`src/rtl/snake_core_param.sv`:
```
// Snake game engine: body, direction, apple placement with occupancy retry, score and end states.
// Segments and apple are packed {y[3:0],x[3:0]}; unused segment slots read 8'hFF.
module snake_core_param #(
  parameter int         GRID_W     = 10,
  parameter int         GRID_H     = 10,
  parameter int         MAX_LEN    = 9,
  parameter int         INIT_LEN   = 3,
  parameter int         START_X    = 4,
  parameter int         START_Y    = 5,
  parameter logic [7:0] APPLE_INIT = 8'h57,
  parameter bit         WRAP_MODE  = 1'b0,
  parameter int         SCORE_W    = 4
) (
  input  logic                   clk,
  input  logic                   rst,
  input  logic                   tick,
  input  logic                   up,
  input  logic                   right,
  input  logic                   left,
  input  logic                   down,
  input  logic [3:0]             rnd_x,
  input  logic [3:0]             rnd_y,
  output logic [MAX_LEN*8-1:0]   snake,
  output logic [7:0]             apple,
  output logic [4:0]             len,
  output logic [SCORE_W-1:0]     score,
  output logic                   score_flag,
  output logic                   dead_flag,
  output logic                   win_flag,
  output logic                   new_rnd
);

  // state   | meaning
  // S_IDLE  | waiting for first non-left press
  // S_RUN   | snake moves on each tick
  // S_PLACE | searching for a free apple cell, ticks dropped
  // S_DEAD  | collision, everything frozen
  // S_WIN   | reached MAX_LEN, everything frozen
  typedef enum logic [2:0] {S_IDLE, S_RUN, S_PLACE, S_DEAD, S_WIN} state_t;
  // Encoding chosen so the reverse direction is the bitwise inverse.
  typedef enum logic [1:0] {D_UP = 2'd0, D_RIGHT = 2'd1, D_LEFT = 2'd2, D_DOWN = 2'd3} dir_t;

  localparam logic [3:0] X_MAX = 4'(GRID_W - 1);
  localparam logic [3:0] Y_MAX = 4'(GRID_H - 1);

  state_t               state, state_nxt;
  dir_t                 dir, dir_nxt, pend_dir, pend_nxt, btn_dir;
  logic [7:0]           seg     [MAX_LEN];
  logic [7:0]           seg_nxt [MAX_LEN];
  logic [7:0]           apple_nxt, nh, cand;
  logic [4:0]           len_nxt, new_len;
  logic [SCORE_W-1:0]   score_nxt;
  logic                 score_flag_nxt;
  logic [3:0]           hx, hy, nx, ny;
  logic                 btn_ok, oob, hit, eat, place_ok;

  assign hx = seg[0][3:0];
  assign hy = seg[0][7:4];

  always_comb begin
    state_nxt      = state;
    dir_nxt        = dir;
    pend_nxt       = pend_dir;
    seg_nxt        = seg;
    apple_nxt      = apple;
    len_nxt        = len;
    new_len        = len;
    score_nxt      = score;
    score_flag_nxt = 1'b0;
    nx             = hx;
    ny             = hy;
    oob            = 1'b0;
    hit            = 1'b0;
    place_ok       = 1'b1;

    if (up)         btn_dir = D_UP;
    else if (right) btn_dir = D_RIGHT;
    else if (left)  btn_dir = D_LEFT;
    else            btn_dir = D_DOWN;
    btn_ok = (up | right | left | down) && (btn_dir != dir_t'(~dir));

    case (pend_dir)
      D_UP:    begin oob = (hy == 4'd0);  ny = oob ? Y_MAX : hy - 4'd1; end
      D_DOWN:  begin oob = (hy == Y_MAX); ny = oob ? 4'd0  : hy + 4'd1; end
      D_LEFT:  begin oob = (hx == 4'd0);  nx = oob ? X_MAX : hx - 4'd1; end
      default: begin oob = (hx == X_MAX); nx = oob ? 4'd0  : hx + 4'd1; end
    endcase
    nh  = {ny, nx};
    eat = (nh == apple);

    // The tail cell is vacated by the move unless the snake grows this step.
    for (int i = 1; i < MAX_LEN; i++) begin
      if (seg[i] == nh) begin
        if (i < int'(len) - 1)                hit = 1'b1;
        else if (i == int'(len) - 1 && eat)   hit = 1'b1;
      end
    end

    cand = {rnd_y, rnd_x};
    if ({1'b0, rnd_x} >= 5'(GRID_W) || {1'b0, rnd_y} >= 5'(GRID_H)) place_ok = 1'b0;
    for (int i = 0; i < MAX_LEN; i++) begin
      if (i < int'(len) && seg[i] == cand) place_ok = 1'b0;
    end

    case (state)
      S_IDLE: begin
        if (btn_ok) begin
          pend_nxt  = btn_dir;
          state_nxt = S_RUN;
        end
      end
      S_RUN: begin
        if (btn_ok) pend_nxt = btn_dir;
        if (tick) begin
          dir_nxt = pend_dir;
          if ((oob && !WRAP_MODE) || hit) begin
            state_nxt = S_DEAD;
          end else begin
            new_len    = eat ? len + 5'd1 : len;
            len_nxt    = new_len;
            seg_nxt[0] = nh;
            for (int i = 1; i < MAX_LEN; i++)
              seg_nxt[i] = (i < int'(new_len)) ? seg[i-1] : 8'hFF;
            if (eat) begin
              score_nxt      = (score == '1) ? score : score + 1'b1;
              score_flag_nxt = 1'b1;
              state_nxt      = (new_len == 5'(MAX_LEN)) ? S_WIN : S_PLACE;
            end
          end
        end
      end
      S_PLACE: begin
        if (btn_ok) pend_nxt = btn_dir;
        if (place_ok) begin
          apple_nxt = cand;
          state_nxt = S_RUN;
        end
      end
      default: ;
    endcase
  end

  always_ff @(posedge clk or posedge rst) begin
    if (rst) begin
      state      <= S_IDLE;
      dir        <= D_RIGHT;
      pend_dir   <= D_RIGHT;
      for (int i = 0; i < MAX_LEN; i++)
        seg[i] <= (i < INIT_LEN) ? {4'(START_Y), 4'(START_X - i)} : 8'hFF;
      apple      <= APPLE_INIT;
      len        <= 5'(INIT_LEN);
      score      <= '0;
      score_flag <= 1'b0;
      dead_flag  <= 1'b0;
      win_flag   <= 1'b0;
      new_rnd    <= 1'b0;
    end else begin
      state      <= state_nxt;
      dir        <= dir_nxt;
      pend_dir   <= pend_nxt;
      seg        <= seg_nxt;
      apple      <= apple_nxt;
      len        <= len_nxt;
      score      <= score_nxt;
      score_flag <= score_flag_nxt;
      dead_flag  <= (state_nxt == S_DEAD);
      win_flag   <= (state_nxt == S_WIN);
      new_rnd    <= (state_nxt == S_PLACE);
    end
  end

  for (genvar g = 0; g < MAX_LEN; g++) begin : g_pack
    assign snake[8*g +: 8] = seg[g];
  end

endmodule

```
`config.mk`:
```
export PLATFORM = sky130hd
export DESIGN_NAME = snake_core_param
export DESIGN_NICKNAME = d
export VERILOG_FILES = /design/src/rtl/snake_core_param.sv
export SDC_FILE = /design/constraint.sdc
export NUM_CORES = 1
export LEC_CHECK = 0
export ABC_AREA = 0
export CORE_UTILIZATION = 25
export DETAILED_ROUTE_END_ITERATION = 10
export SYNTH_ARGS = -nofsm -noshare
export SYNTH_HDL_FRONTEND = slang
export SYNTH_SLANG_ARGS = --single-unit
```
`constraint.sdc`:
```
create_clock -name clk -period 8.3 [get_ports clk]
set_input_delay 1.66 -clock clk [delete_from_list [all_inputs] [get_ports clk]]
set_output_delay 1.66 -clock clk [all_outputs]
set_load 0.01 [all_outputs]
```
==> impl_results.rst <==
.. list-table::
   :header-rows: 1

   * - Metric
     - Value
   * - Synthesized area per cell
     - 9.28 um^2
   * - Number of maximum-capacitance constraint violations
     - 0
   * - # nets final
     - 890
   * - Clk buf depth
     - 2
   * - Hold/Removal Path Class
     - reg -> reg
   * - Remaining global-route overflow
     - 0
   * - Vias
     - 6412
   * - Final Cycle Share
     - 0.722
   * - Iteration count of the initial detailed-routing pass
     - 5
   * - Starting utilization of the core area
     - 0.254
   * - Netlist area before placement
     - 7300 um^2
   * - Die area
     - 29900 um^2
   * - Slew @ Worst Pin
     - 1050 ps
   * - Worst slew margin relative to its limit
     - 0.301
   * - Data arrival, critical path
     - 6240 ps
   * - Amount of wire on met3 after detailed routing
     - 1430 um
   * - Initial antenna violation count
     - 0
   * - Maximum number of pins on one net before global-route repair
     - 53
   * - Top cells by area in the synthesized netlist
     - sky130_fd_sc_hd__dfstp_2 24%, sky130_fd_sc_hd__dfrtp_1 11%, sky130_fd_sc_hd__xnor2_1 9.7%, sky130_fd_sc_hd__xor2_1 7.8%, sky130_fd_sc_hd__nand2_1 2.6%
   * - Global-route wire length before repair
     - 38800 um
   * - Die Ht
     - 173 um
   * - CTS tree
     - yes
   * - Total CTS buffers
     - 9
   * - Final count of pins violating max slew
     - 0
   * - Most area-hungry cell type in the Yosys netlist
     - sky130_fd_sc_hd__dfstp_2
   * - Root Buffer
     - sky130_fd_sc_hd__clkbuf_16
   * - Post-route standard cell area excluding fillers
     - 8930 um^2
   * - Clock latency on the worst-skew pair
     - 360 ps
   * - Antenna-violating nets left
     - 0
   * - RSZ-0062 raised after global routing
     - false
   * - Ports placed on the boundary
     - 108
   * - Leakage power
     - 0.00344 uW
   * - Yosys warning total
     - 0
   * - Top achievable clock speed
     - 0.167 GHz
   * - Yosys top cell area share
     - 0.241
   * - CP max FO
     - 45
   * - Final Hold Viols
     - 0
   * - Via count of the first global-routing pass
     - 6061
   * - Worst IR Drop VDD
     - 0.0978 mV
   * - Clock slew seen by the registers of the worst setup and hold paths
     - 80 ps
   * - Post-synthesis register bit count
     - 100
   * - Highest metal used
     - met4
   * - Hold-fix buffers at CTS
     - 0
   * - Number of nets in the synthesized netlist
     - 815
   * - Wire length on met2
     - 11500 um
   * - Setup slack at placement
     - 2390 ps
   * - Vias per cell
     - 5.13
   * - Number of flops mapped to enable cells by yosys
     - 0
   * - Share of synthesized flip-flops with an asynchronous set or reset
     - 1.00
   * - Clock skew after layout
     - 11.5 ps
   * - Synth Flop Type
     - sky130_fd_sc_hd__dfstp_2
   * - Routed WL per cell
     - 20.2 um
   * - Number of port buffers
     - 107
   * - Synthesized instance count
     - 787
   * - Floorplan row count
     - 62
   * - Growth of design area from synthesis to finish
     - 22.3%
   * - # setup viols final
     - 0
   * - Final Routed Wirelength
     - 25300 um
   * - Shortest period the worst path allows
     - 5990 ps
   * - Post-CTS Setup Bufs
     - 0
   * - Remaining design rule violation count
     - 0
   * - Share of layout cells above drive strength 1
     - 0.160
   * - Category of the worst setup path launch point
     - register
   * - Detailed Route Iter0 Violations
     - 480
   * - Critical setup path kind
     - reg -> reg
   * - Post-detailed-placement cell area
     - 8640 um^2
   * - Areal power density over the cells
     - 108 nW/um^2
   * - Overall fraction of global-route tracks in use
     - 0.169
   * - Total of cells resized after clock tree synthesis
     - 0
   * - Required time reported for the critical path endpoint
     - 8550 ps
   * - Placeable core region
     - 28700 um^2
   * - Crit. End Element
     - register
   * - Detail Placement HPWL
     - 18500 um
   * - Clock Sinks
     - 100
   * - Die extent in x
     - 173 um
   * - Total of fill cells in the finished design
     - 3001
   * - N_diodes
     - 0
   * - Aggregate negative setup slack
     - 0 ps
   * - Run status
     - finished clean
   * - Part of the Yosys area used for sequential elements
     - 0.354
   * - H-tree levels
     - 3
   * - Number of library cell types mapped by synthesis
     - 79
   * - Final WS setup
     - 2310 ps
   * - Gp weighted congestion
     - 0.952
   * - Wl on met1
     - 11300 um
stage by stage:
stage               utilization  cells  total power [uW]  hold slack, ps
floorplan                     -    787               527             473
global placement          0.301   1235               546             499
detailed placement        0.301   1235               546             506
CTS                       0.311   1251               972             517
global route              0.311   1251               997             541
finish                    0.311   1251               960             511
worst paths after layout:
path                                               from              endpoint  slack [ps]  cells past startpoint
worst max-delay path            pend_dir[0]$_DFFE_PP1P_  snake[3]$_DFFE_PP0P_        2310                     13
worst max register to register  pend_dir[0]$_DFFE_PP1P_  snake[3]$_DFFE_PP0P_        2310                     13
min in group asynchronous                           rst  score[1]$_DFFE_PP0P_        1730                      2
worst min-delay path                 dir[0]$_DFFE_PP1P_    dir[0]$_DFFE_PP1P_         510                      2
max in group asynchronous                           rst  apple[7]$_DFFE_PP0P_        5450                      3
worst min register to register       dir[0]$_DFFE_PP1P_    dir[0]$_DFFE_PP1P_         510                      2
cell families (layout without fill, tap and decap cells):
logic type | after synthesis | in the layout | synth area share
AO/OA/AOI/OAI | 192 | 192 | 0.194
XOR/XNOR | 147 | 147 | 0.177
adder cells (fa/ha/maj) | 13 | 13 | 0.0223
buffers and inverters | 98 | 178 | 0.0627
flip-flops | 100 | 100 | 0.354
multiplexers | 19 | 19 | 0.0296
AND/OR/NAND/NOR | 218 | 218 | 0.159
sequential cells by signal, indices dropped and copies added, names as in the netlist:
register	cells
apple	8
dead_flag	1
dir	2
len	5
new_rnd	1
pend_dir	2
score	4
score_flag	1
snake	72
state	3
win_flag	1
cells in the mapped netlist (4+ instances only):
cell / number
sky130_fd_sc_hd__a31oi_1: 26
sky130_fd_sc_hd__o21a_1: 6
sky130_fd_sc_hd__a21o_1: 11
sky130_fd_sc_hd__nor4_1: 16
sky130_fd_sc_hd__xnor2_1: 81
sky130_fd_sc_hd__nand2b_1: 7
sky130_fd_sc_hd__nand2_1: 50
sky130_fd_sc_hd__o22ai_1: 5
sky130_fd_sc_hd__a211oi_1: 8
sky130_fd_sc_hd__buf_6: 4
sky130_fd_sc_hd__o21ai_1: 22
sky130_fd_sc_hd__nand4_1: 17
sky130_fd_sc_hd__and3_1: 5
sky130_fd_sc_hd__dfstp_2: 67
sky130_fd_sc_hd__buf_4: 10
sky130_fd_sc_hd__clkbuf_1: 14
sky130_fd_sc_hd__nor3b_1: 4
sky130_fd_sc_hd__inv_1: 44
sky130_fd_sc_hd__a2bb2oi_2: 9
sky130_fd_sc_hd__nand3_1: 25
sky130_fd_sc_hd__ha_1: 13
sky130_fd_sc_hd__o22a_1: 18
sky130_fd_sc_hd__buf_1: 7
sky130_fd_sc_hd__mux2_2: 10
sky130_fd_sc_hd__o21ai_0: 15
sky130_fd_sc_hd__buf_2: 18
sky130_fd_sc_hd__mux2_1: 7
sky130_fd_sc_hd__nor3_1: 11
sky130_fd_sc_hd__dfrtp_1: 33
sky130_fd_sc_hd__nand3_2: 4
sky130_fd_sc_hd__xor2_1: 65
sky130_fd_sc_hd__a21oi_1: 37
sky130_fd_sc_hd__nor2b_1: 4
sky130_fd_sc_hd__nor2_1: 50
power by group:
| group | switching (uW) | total [uW] | internal [uW] | leakage (uW) |
|---|---|---|---|---|
| logic | 31.4 | 49.2 | 17.8 | 0.00218 |
| clock network | 206 | 422 | 216 | 0.000139 |
| registers | 0 | 489 | 489 | 0.00112 |
routing by layer:
metal	vias to the layer above	global-route usage
li1	2919	-
met1	3200	0.228
met2	236	0.264
met3	57	0.0308
met4	0	0.0760
met5	-	0
layout by cell type, fill, tap and decap left out, types with 5 or more instances in the layout:
cell	count
sky130_fd_sc_hd__nor2_1	49
sky130_fd_sc_hd__nor3_1	11
sky130_fd_sc_hd__mux2_2	10
sky130_fd_sc_hd__inv_1	43
sky130_fd_sc_hd__o21a_1	6
sky130_fd_sc_hd__o21ai_1	22
sky130_fd_sc_hd__o22ai_1	5
sky130_fd_sc_hd__xor2_1	65
sky130_fd_sc_hd__nand4_1	17
sky130_fd_sc_hd__a31oi_1	26
sky130_fd_sc_hd__mux2_1	7
sky130_fd_sc_hd__o21ai_0	15
sky130_fd_sc_hd__clkbuf_16	9
sky130_fd_sc_hd__buf_4	10
sky130_fd_sc_hd__dfrtp_1	33
sky130_fd_sc_hd__nand2_1	50
sky130_fd_sc_hd__o22a_1	18
sky130_fd_sc_hd__a2bb2oi_2	9
sky130_fd_sc_hd__ha_1	13
sky130_fd_sc_hd__a21o_1	11
sky130_fd_sc_hd__nand3_1	25
sky130_fd_sc_hd__nor4_1	16
sky130_fd_sc_hd__dfstp_2	67
sky130_fd_sc_hd__xnor2_1	81
sky130_fd_sc_hd__nand2b_1	7
sky130_fd_sc_hd__a211oi_1	8
sky130_fd_sc_hd__clkdlybuf4s50_1	107
sky130_fd_sc_hd__and3_1	5
sky130_fd_sc_hd__a21oi_1	37
layout make-up:
| type | instances | area, um^2 | share of cell area |
|---|---|---|---|
| flip-flops and latches | 100 | 2590 | 0.290 |
| inverters | 45 | 171 | 0.0192 |
| clock buffers | 11 | 243 | 0.0272 |
| multi-input cells | 589 | 4260 | 0.477 |
| well taps | 384 | 480 | 0.0538 |
| clock inverters | 5 | 40.0 | 0.00448 |
| repair buffers | 117 | 1150 | 0.128 |
worst max-delay path, cell delays in order (launching register included):
cell	delay, ps
sky130_fd_sc_hd__dfstp_2	560
sky130_fd_sc_hd__inv_1	70
sky130_fd_sc_hd__ha_1	560
sky130_fd_sc_hd__nor2_1	70
sky130_fd_sc_hd__o21a_1	190
sky130_fd_sc_hd__a211o_1	480
sky130_fd_sc_hd__xor2_1	260
sky130_fd_sc_hd__nor4_4	820
sky130_fd_sc_hd__nand2_1	490
sky130_fd_sc_hd__a311oi_1	560
sky130_fd_sc_hd__a2111oi_4	160
sky130_fd_sc_hd__nand3_2	750
sky130_fd_sc_hd__buf_4	460
sky130_fd_sc_hd__mux2_1	350
(Power assumes the default switching activity.)
